--- src/rtl/regfile_wb_arb_pkg.sv ---
// Shared definitions for the regfile writeback arbiter: arbiter states,
// register-file geometry and small helpers used by the arbiter datapath.
package regfile_wb_arb_pkg;

  // Register-file geometry.
  localparam int unsigned REG_ADDR_W = 5;
  localparam int unsigned REG_DATA_W = 32;

  // Width of the EX starvation wait counter (supports MAX_WAIT up to 15).
  localparam int unsigned WAIT_CNT_W = 4;

  // Arbiter states: NORMAL favours LD, STARVE forces a grant to EX.
  typedef enum logic [0:0] {
    NORMAL = 1'b0,
    STARVE = 1'b1
  } arb_state_e;

  // Saturating increment of the wait counter, capped at max_val.
  function automatic logic [WAIT_CNT_W-1:0] wait_cnt_sat_inc(
    input logic [WAIT_CNT_W-1:0] cnt,
    input logic [WAIT_CNT_W-1:0] max_val
  );
    logic [WAIT_CNT_W-1:0] res;
    if (cnt >= max_val) begin
      res = max_val;
    end else begin
      res = cnt + 4'd1;
    end
    return res;
  endfunction

  // Register x0 is hardwired to zero, so writes to it are swallowed.
  function automatic logic addr_is_writable(input logic [REG_ADDR_W-1:0] addr);
    return (addr != 5'd0);
  endfunction

endpackage

--- src/rtl/regfile_wb_arb.sv ---
// Writeback arbiter in front of a single regfile write port.
// LD has priority over EX; EX is protected from starvation by a wait
// counter that forces one EX grant after MAX_WAIT stalled cycles.
// The winning request is registered and presented to the regfile one
// cycle later; writes to x0 are accepted but never raise wren.
module regfile_wb_arb
  import regfile_wb_arb_pkg::*;
#(
  parameter int unsigned MAX_WAIT = 4
) (
  input  logic                  clk,
  input  logic                  rst_n,
  // Execute-stage writeback request
  input  logic                  ex_valid,
  output logic                  ex_ready,
  input  logic [REG_ADDR_W-1:0] ex_addr,
  input  logic [REG_DATA_W-1:0] ex_data,
  // Load-unit writeback request
  input  logic                  ld_valid,
  output logic                  ld_ready,
  input  logic [REG_ADDR_W-1:0] ld_addr,
  input  logic [REG_DATA_W-1:0] ld_data,
  // Regfile write port
  output logic                  wren,
  output logic [REG_ADDR_W-1:0] waddr,
  output logic [REG_DATA_W-1:0] wdata,
  // Hazard visibility for decode
  output logic                  pend_valid,
  output logic [REG_ADDR_W-1:0] pend_addr,
  // Arbiter is currently forcing an EX grant
  output logic                  starve
);

  localparam logic [WAIT_CNT_W-1:0] MAX_WAIT_C = WAIT_CNT_W'(MAX_WAIT);

  arb_state_e              state_q, state_d;
  logic [WAIT_CNT_W-1:0]   wait_cnt_q, wait_cnt_d;

  logic                    wren_q, wren_d;
  logic [REG_ADDR_W-1:0]   waddr_q, waddr_d;
  logic [REG_DATA_W-1:0]   wdata_q, wdata_d;

  logic                    ex_ready_s;
  logic                    ld_ready_s;
  logic                    ex_xfer_s;
  logic                    ld_xfer_s;

  // Grant decode: readies depend only on state and the other port's valid.
  always_comb begin
    ex_ready_s = 1'b0;
    ld_ready_s = 1'b0;
    case (state_q)
      NORMAL: begin
        ld_ready_s = 1'b1;
        ex_ready_s = ~ld_valid;
      end
      STARVE: begin
        ld_ready_s = 1'b0;
        ex_ready_s = 1'b1;
      end
      default: begin
        ld_ready_s = 1'b1;
        ex_ready_s = ~ld_valid;
      end
    endcase
  end

  // Grant rules above guarantee these are mutually exclusive.
  assign ex_xfer_s = ex_valid & ex_ready_s;
  assign ld_xfer_s = ld_valid & ld_ready_s;

  // Wait counter and arbiter next-state logic.
  always_comb begin
    wait_cnt_d = wait_cnt_q;
    state_d    = state_q;

    if (ex_xfer_s || !ex_valid) begin
      wait_cnt_d = 4'd0;
    end else begin
      wait_cnt_d = wait_cnt_sat_inc(wait_cnt_q, MAX_WAIT_C);
    end

    case (state_q)
      NORMAL: begin
        if (ex_valid && !ex_ready_s && (wait_cnt_d == MAX_WAIT_C)) begin
          state_d = STARVE;
        end else begin
          state_d = NORMAL;
        end
      end
      STARVE: begin
        if (ex_xfer_s) begin
          state_d = NORMAL;
        end else begin
          state_d = STARVE;
        end
      end
      default: begin
        state_d = NORMAL;
      end
    endcase
  end

  // Write-port next value: capture the transferred request, else idle.
  always_comb begin
    wren_d  = 1'b0;
    waddr_d = waddr_q;
    wdata_d = wdata_q;
    if (ld_xfer_s) begin
      wren_d  = addr_is_writable(ld_addr);
      waddr_d = ld_addr;
      wdata_d = ld_data;
    end else if (ex_xfer_s) begin
      wren_d  = addr_is_writable(ex_addr);
      waddr_d = ex_addr;
      wdata_d = ex_data;
    end else begin
      wren_d  = 1'b0;
    end
  end

  // Arbiter state and wait counter registers.
  always_ff @(posedge clk or negedge rst_n) begin
    if (!rst_n) begin
      state_q    <= NORMAL;
      wait_cnt_q <= 4'd0;
    end else begin
      state_q    <= state_d;
      wait_cnt_q <= wait_cnt_d;
    end
  end

  // Registered regfile write port; reset drops any write not yet presented.
  always_ff @(posedge clk or negedge rst_n) begin
    if (!rst_n) begin
      wren_q  <= 1'b0;
      waddr_q <= 5'd0;
      wdata_q <= 32'd0;
    end else begin
      wren_q  <= wren_d;
      waddr_q <= waddr_d;
      wdata_q <= wdata_d;
    end
  end

  assign ex_ready   = ex_ready_s;
  assign ld_ready   = ld_ready_s;
  assign wren       = wren_q;
  assign waddr      = waddr_q;
  assign wdata      = wdata_q;
  assign pend_valid = wren_q;
  assign pend_addr  = waddr_q;
  assign starve     = (state_q == STARVE);

endmodule

--- config.mk ---
export PLATFORM = sky130hd
export DESIGN_NAME = regfile_wb_arb
export DESIGN_NICKNAME = d
export VERILOG_FILES = /design/src/rtl/regfile_wb_arb_pkg.sv /design/src/rtl/regfile_wb_arb.sv
export SDC_FILE = /design/constraint.sdc
export NUM_CORES = 1
export LEC_CHECK = 0
export BUFFER_PORTS_ARGS = -buffer_cell sky130_fd_sc_hd__buf_2
export CAP_MARGIN = 20
export CORE_MARGIN = 5
export CORE_UTILIZATION = 36
export DETAILED_ROUTE_END_ITERATION = 12
export HOLD_SLACK_MARGIN = 0.06
export PLACE_DENSITY_LB_ADDON = 0.2
export SLEW_MARGIN = 20
export SYNTH_ARGS = -nofsm -noshare
export SYNTH_HDL_FRONTEND = slang
export SYNTH_SLANG_ARGS = --single-unit
--- constraint.sdc ---
create_clock -name clk -period 2.19 [get_ports clk]
set_input_delay 0.438 -clock clk [delete_from_list [all_inputs] [get_ports clk]]
set_output_delay 0.438 -clock clk [all_outputs]
set_load 0.05 [all_outputs]
Word level (Yosys, flattened, before mapping) --
Index checks and enable logic that the tools add are counted.
Operators by class: $add $sub $neg 1, muxes and demuxes 13, reduce and logical (&&, ||, !) cells 8, equality and inequality tests 1, magnitude comparators 1, bitwise gates (word level) 4
Operator list (count):
- $mux W32 | 2
- $mux W5 | 2
- $reduce_bool A5 Y1 | 2
- $mux W4 | 2
- $pmux W1 S2 | 3
- $add A4 B1 Y4 const B | 1
- $eq A4 B3 Y1 const B | 1
- $ge A4 B3 Y1 const B | 1
- $mux W1 | 4
- $and A1 B1 Y1 | 2
- $logic_and A1 B1 Y1 | 2
- $logic_not A1 Y1 | 2
- $not A1 Y1 | 2
- $reduce_bool A2 Y1 | 1
- $logic_or A1 B1 Y1 | 1
Storage, ports and cells: output and inout port bits 47, register bits 43, logic and storage cells 33, input bits 78

Logic depth before layout (Yosys ltp) --
depth after elaboration 9, mapped depth 6, gate-level depth less buffers 3

Least setup slack after synthesis --
No wires, ideal clock.
kind flip-flop to output port, from reg state_q (netlist: starve), to out ex_ready, setup slack 0.296 ns, cell stages (with the launch flop) 6, buffers on the path 3, arrival 1.456 ns, required time 1.752 ns, path through dfrtp_1 > nor2b_1 > buf_4 > buf_6 > buf_4 > inv_1
Between the ends: cells in the longest elaborated chain, start to end 2
RTL lines:
- start: declaration | RTL line regfile_wb_arb.sv:36 | arb_state_e state_q, state_d;
- start signal: assignment | RTL line regfile_wb_arb.sv:128 | state_q <= state_d;
- $not A1 Y1
- $pmux W1 S2 * | RTL line regfile_wb_arb.sv:52 | case (state_q)
- end: declaration | RTL line regfile_wb_arb.sv:15 | output logic ex_ready,
Every way passes the cells marked *; elsewhere a longest branch is shown, timed or not.

Worst setup path in the final report --
Ends and elaborated chain as after synthesis.

==> impl_metrics.toml <==
[global_route]
grt_pass1_vias = 1778
grt_max_degree = 57
antenna_found_initial = 0
track_usage = 0.143
grt_pass1_wl_um = 8250
grt_overflow_total = 0

[placement]
dp.cells = 373
hpwl_um = 3810
io_buffers = 124
gp_congestion = 0.771

[run]
max_cap_viol_count = 0

[layout]
final_cells = 379
num-fill-cells = 540
layout_commonest_cell = "buf_2"
nets = 387
final_util = 0.495
ff_latch_area_um2 = 1080
final_cell_mix = "buf_2, dfrtp_1, o21ai_0"
diodes = 0
multi_input_area_um2 = 795
syn2layout_area_growth_pct = 34.8
drive_gt1_frac = 0.436

[sta]
fin_hold_ws_ns = 0.210
tns_ns = 0
timing.slew.headroom = 0.642
rsz0062_at_grt = "no"
fmax_mhz = 641
fin_skew_ns = 0.00254
timing.final.crit_period_ns = 1.56
setup_viol = 0
post-route-period-util = 0.712
hold_viol_final = 0
worst_slew_pin_slew_ns = 0.537
slew_viol_final = 0

[worst_setup_path]
crit_chain = "nor2b_4 -> inv_1 -> buf_2"
cp-end-kind = "output port"
r2r_slack_ns = 0.75
cp.arrival_ns = 1.12
max_stage_delay_ns = 0.42
critical_path_peak_fanout = 3
path_class = "reg2out"
required_ns = 1.75
worst_path_max_delay_cell = "dfrtp_1"
start_kind = "flip-flop"

[power_and_ir_drop]
pwr_density_cell_nw_per_um2 = 794
leakagePower_uw = 0.00147
seq_power_share = 0.434
clkPwrFrac = 0.209
p_sw_uw = 852
finalPower_uw = 2150
pwr-share-comb = 0.356
p_sw_frac = 0.396
ir_worst_vdd_mv = 0.319
p_int_uw = 1300

[yosys]
netlist_area_um2 = 2010
yosys_warnings = 0
synth.distinct_cells = 18
ys_ff_latch = 43
synth.avg_cell_area_um2 = 10.4
syn_inst = 193
seq_area_frac_synth = 0.535
syn-num-nets = 272

[min_path]
hold_path_class = "in2async"

[detailed_routing]
drcViolationCount = 0
wl_met2_um = 2470
ant_nets = 0
topRoutingLayerUsed = "met4"
wl_um = 5060
met3_length_um = 483
drt_iter0_drc = 56
drt_first_pass_iters = 4
m1WireLength_um = 2020
routed-via-count = 1728
post_drt_wl_per_cell_um = 13.4
viasPerCell = 4.56

[clocking]
htreeDepth = 2
hold_buffers = 0
postCtsResizedCells = 0
clock_sinks = 43
cts.reportedPaths.clkPinSlew_ns = 0.07
cts_root_buf = "clkbuf_8"
post_cts_buffers = 0
insertion_delay_ns = 0.28
cts_buffer_depth = 2
cts_buffers = 5
cts_tree = "done"

[die]
fp.dieH_um = 84.7
initial_core_util = 0.367
num_rows = 27
fp.dieW_um = 84.7
dieArea_um2 = 7180
ios = 125
core_um2 = 5470

[run_status]
status = "finished clean"
-- through the flow --
step / cell area [um^2] / setup slack, ns
3_3_place_gp: 2640 / 0.667
4_1_cts: 2710 / 0.593
2_1_floorplan: 2010 / 0.296
6_report: 2710 / 0.630
3_5_place_dp: 2640 / 0.613
5_1_grt: 2710 / 0.550
-- cell usage after synthesis --
cell	number	share of area
o21ai_0	38	0.095
nand3_1	1	0.0025
clkbuf_1	3	0.0056
ha_1	1	0.0062
conb_1	1	0.0019
nor2_1	3	0.0056
inv_1	4	0.0075
o21ai_1	3	0.0075
or4_1	2	0.0075
o311a_1	1	0.0050
buf_6	1	0.0056
buf_2	4	0.010
nand2_1	37	0.069
o2bb2ai_1	1	0.0044
nor2b_1	1	0.0031
buf_4	12	0.045
dfrtp_1	43	0.54
mux2i_1	37	0.18
-- kinds of logic after synthesis --
group	Yosys count	share of synthesized area
AO/OA/AOI/OAI	43	0.111
flip-flops	43	0.535
buffers and inverters	24	0.0734
multiplexers	37	0.184
other	1	0.00187
adder cells (fa/ha/maj)	1	0.00622
AND/OR/NAND/NOR	44	0.0877
-- area by class of cell --
class,instances,share of cell area
sequential,43,0.397
multi-input combinational,126,0.293
timing repair buffer,128,0.245
tap,72,0.0332
clock buffer,6,0.0268
inverter,4,0.00554
-- power groups by stage --
| stage | clock network [uW] | logic [uW] | registers (uW) |
|---|---|---|---|
| finish | 451 | 768 | 936 |
| global route | 505 | 820 | 950 |
| CTS | 481 | 779 | 937 |
| detailed placement | 0 | 781 | 950 |
| global placement | 0 | 774 | 947 |
| floorplan | 0 | 245 | 1270 |
-- worst max-delay path, delay by kind of cell (launching register included) --
kind | cells | cell delay [ns]
flops | 1 | 0.42
buf+inv | 2 | 0.27
simple gates | 1 | 0.14
-- routing by layer --
metal / global-route usage / vias to the layer above
li1: - / 873
met1: 0.163 / 768
met2: 0.248 / 80
met3: 0.0461 / 7
met4: 0.0532 / 0
met5: 0 / -
-- state kept, by name (all words and copies together), names as in the netlist --
signal / cells
wait_cnt_q: 4
pend_addr: 5
wdata: 32
pend_valid: 1
starve: 1
-- path summary, 6_finish.rpt --
check	from	endpoint	cells after the start
max	starve	ex_ready	3
min	rst_n	wdata[17]	2
max reg2reg	starve	starve	4
min reg2reg	wait_cnt_q[0]	wait_cnt_q[0]	1
max in group asynchronous	rst_n	wdata[31]	2
min in group clk	ld_data[12]	wdata[12]	3
Power figures use the tool's default switching activity.
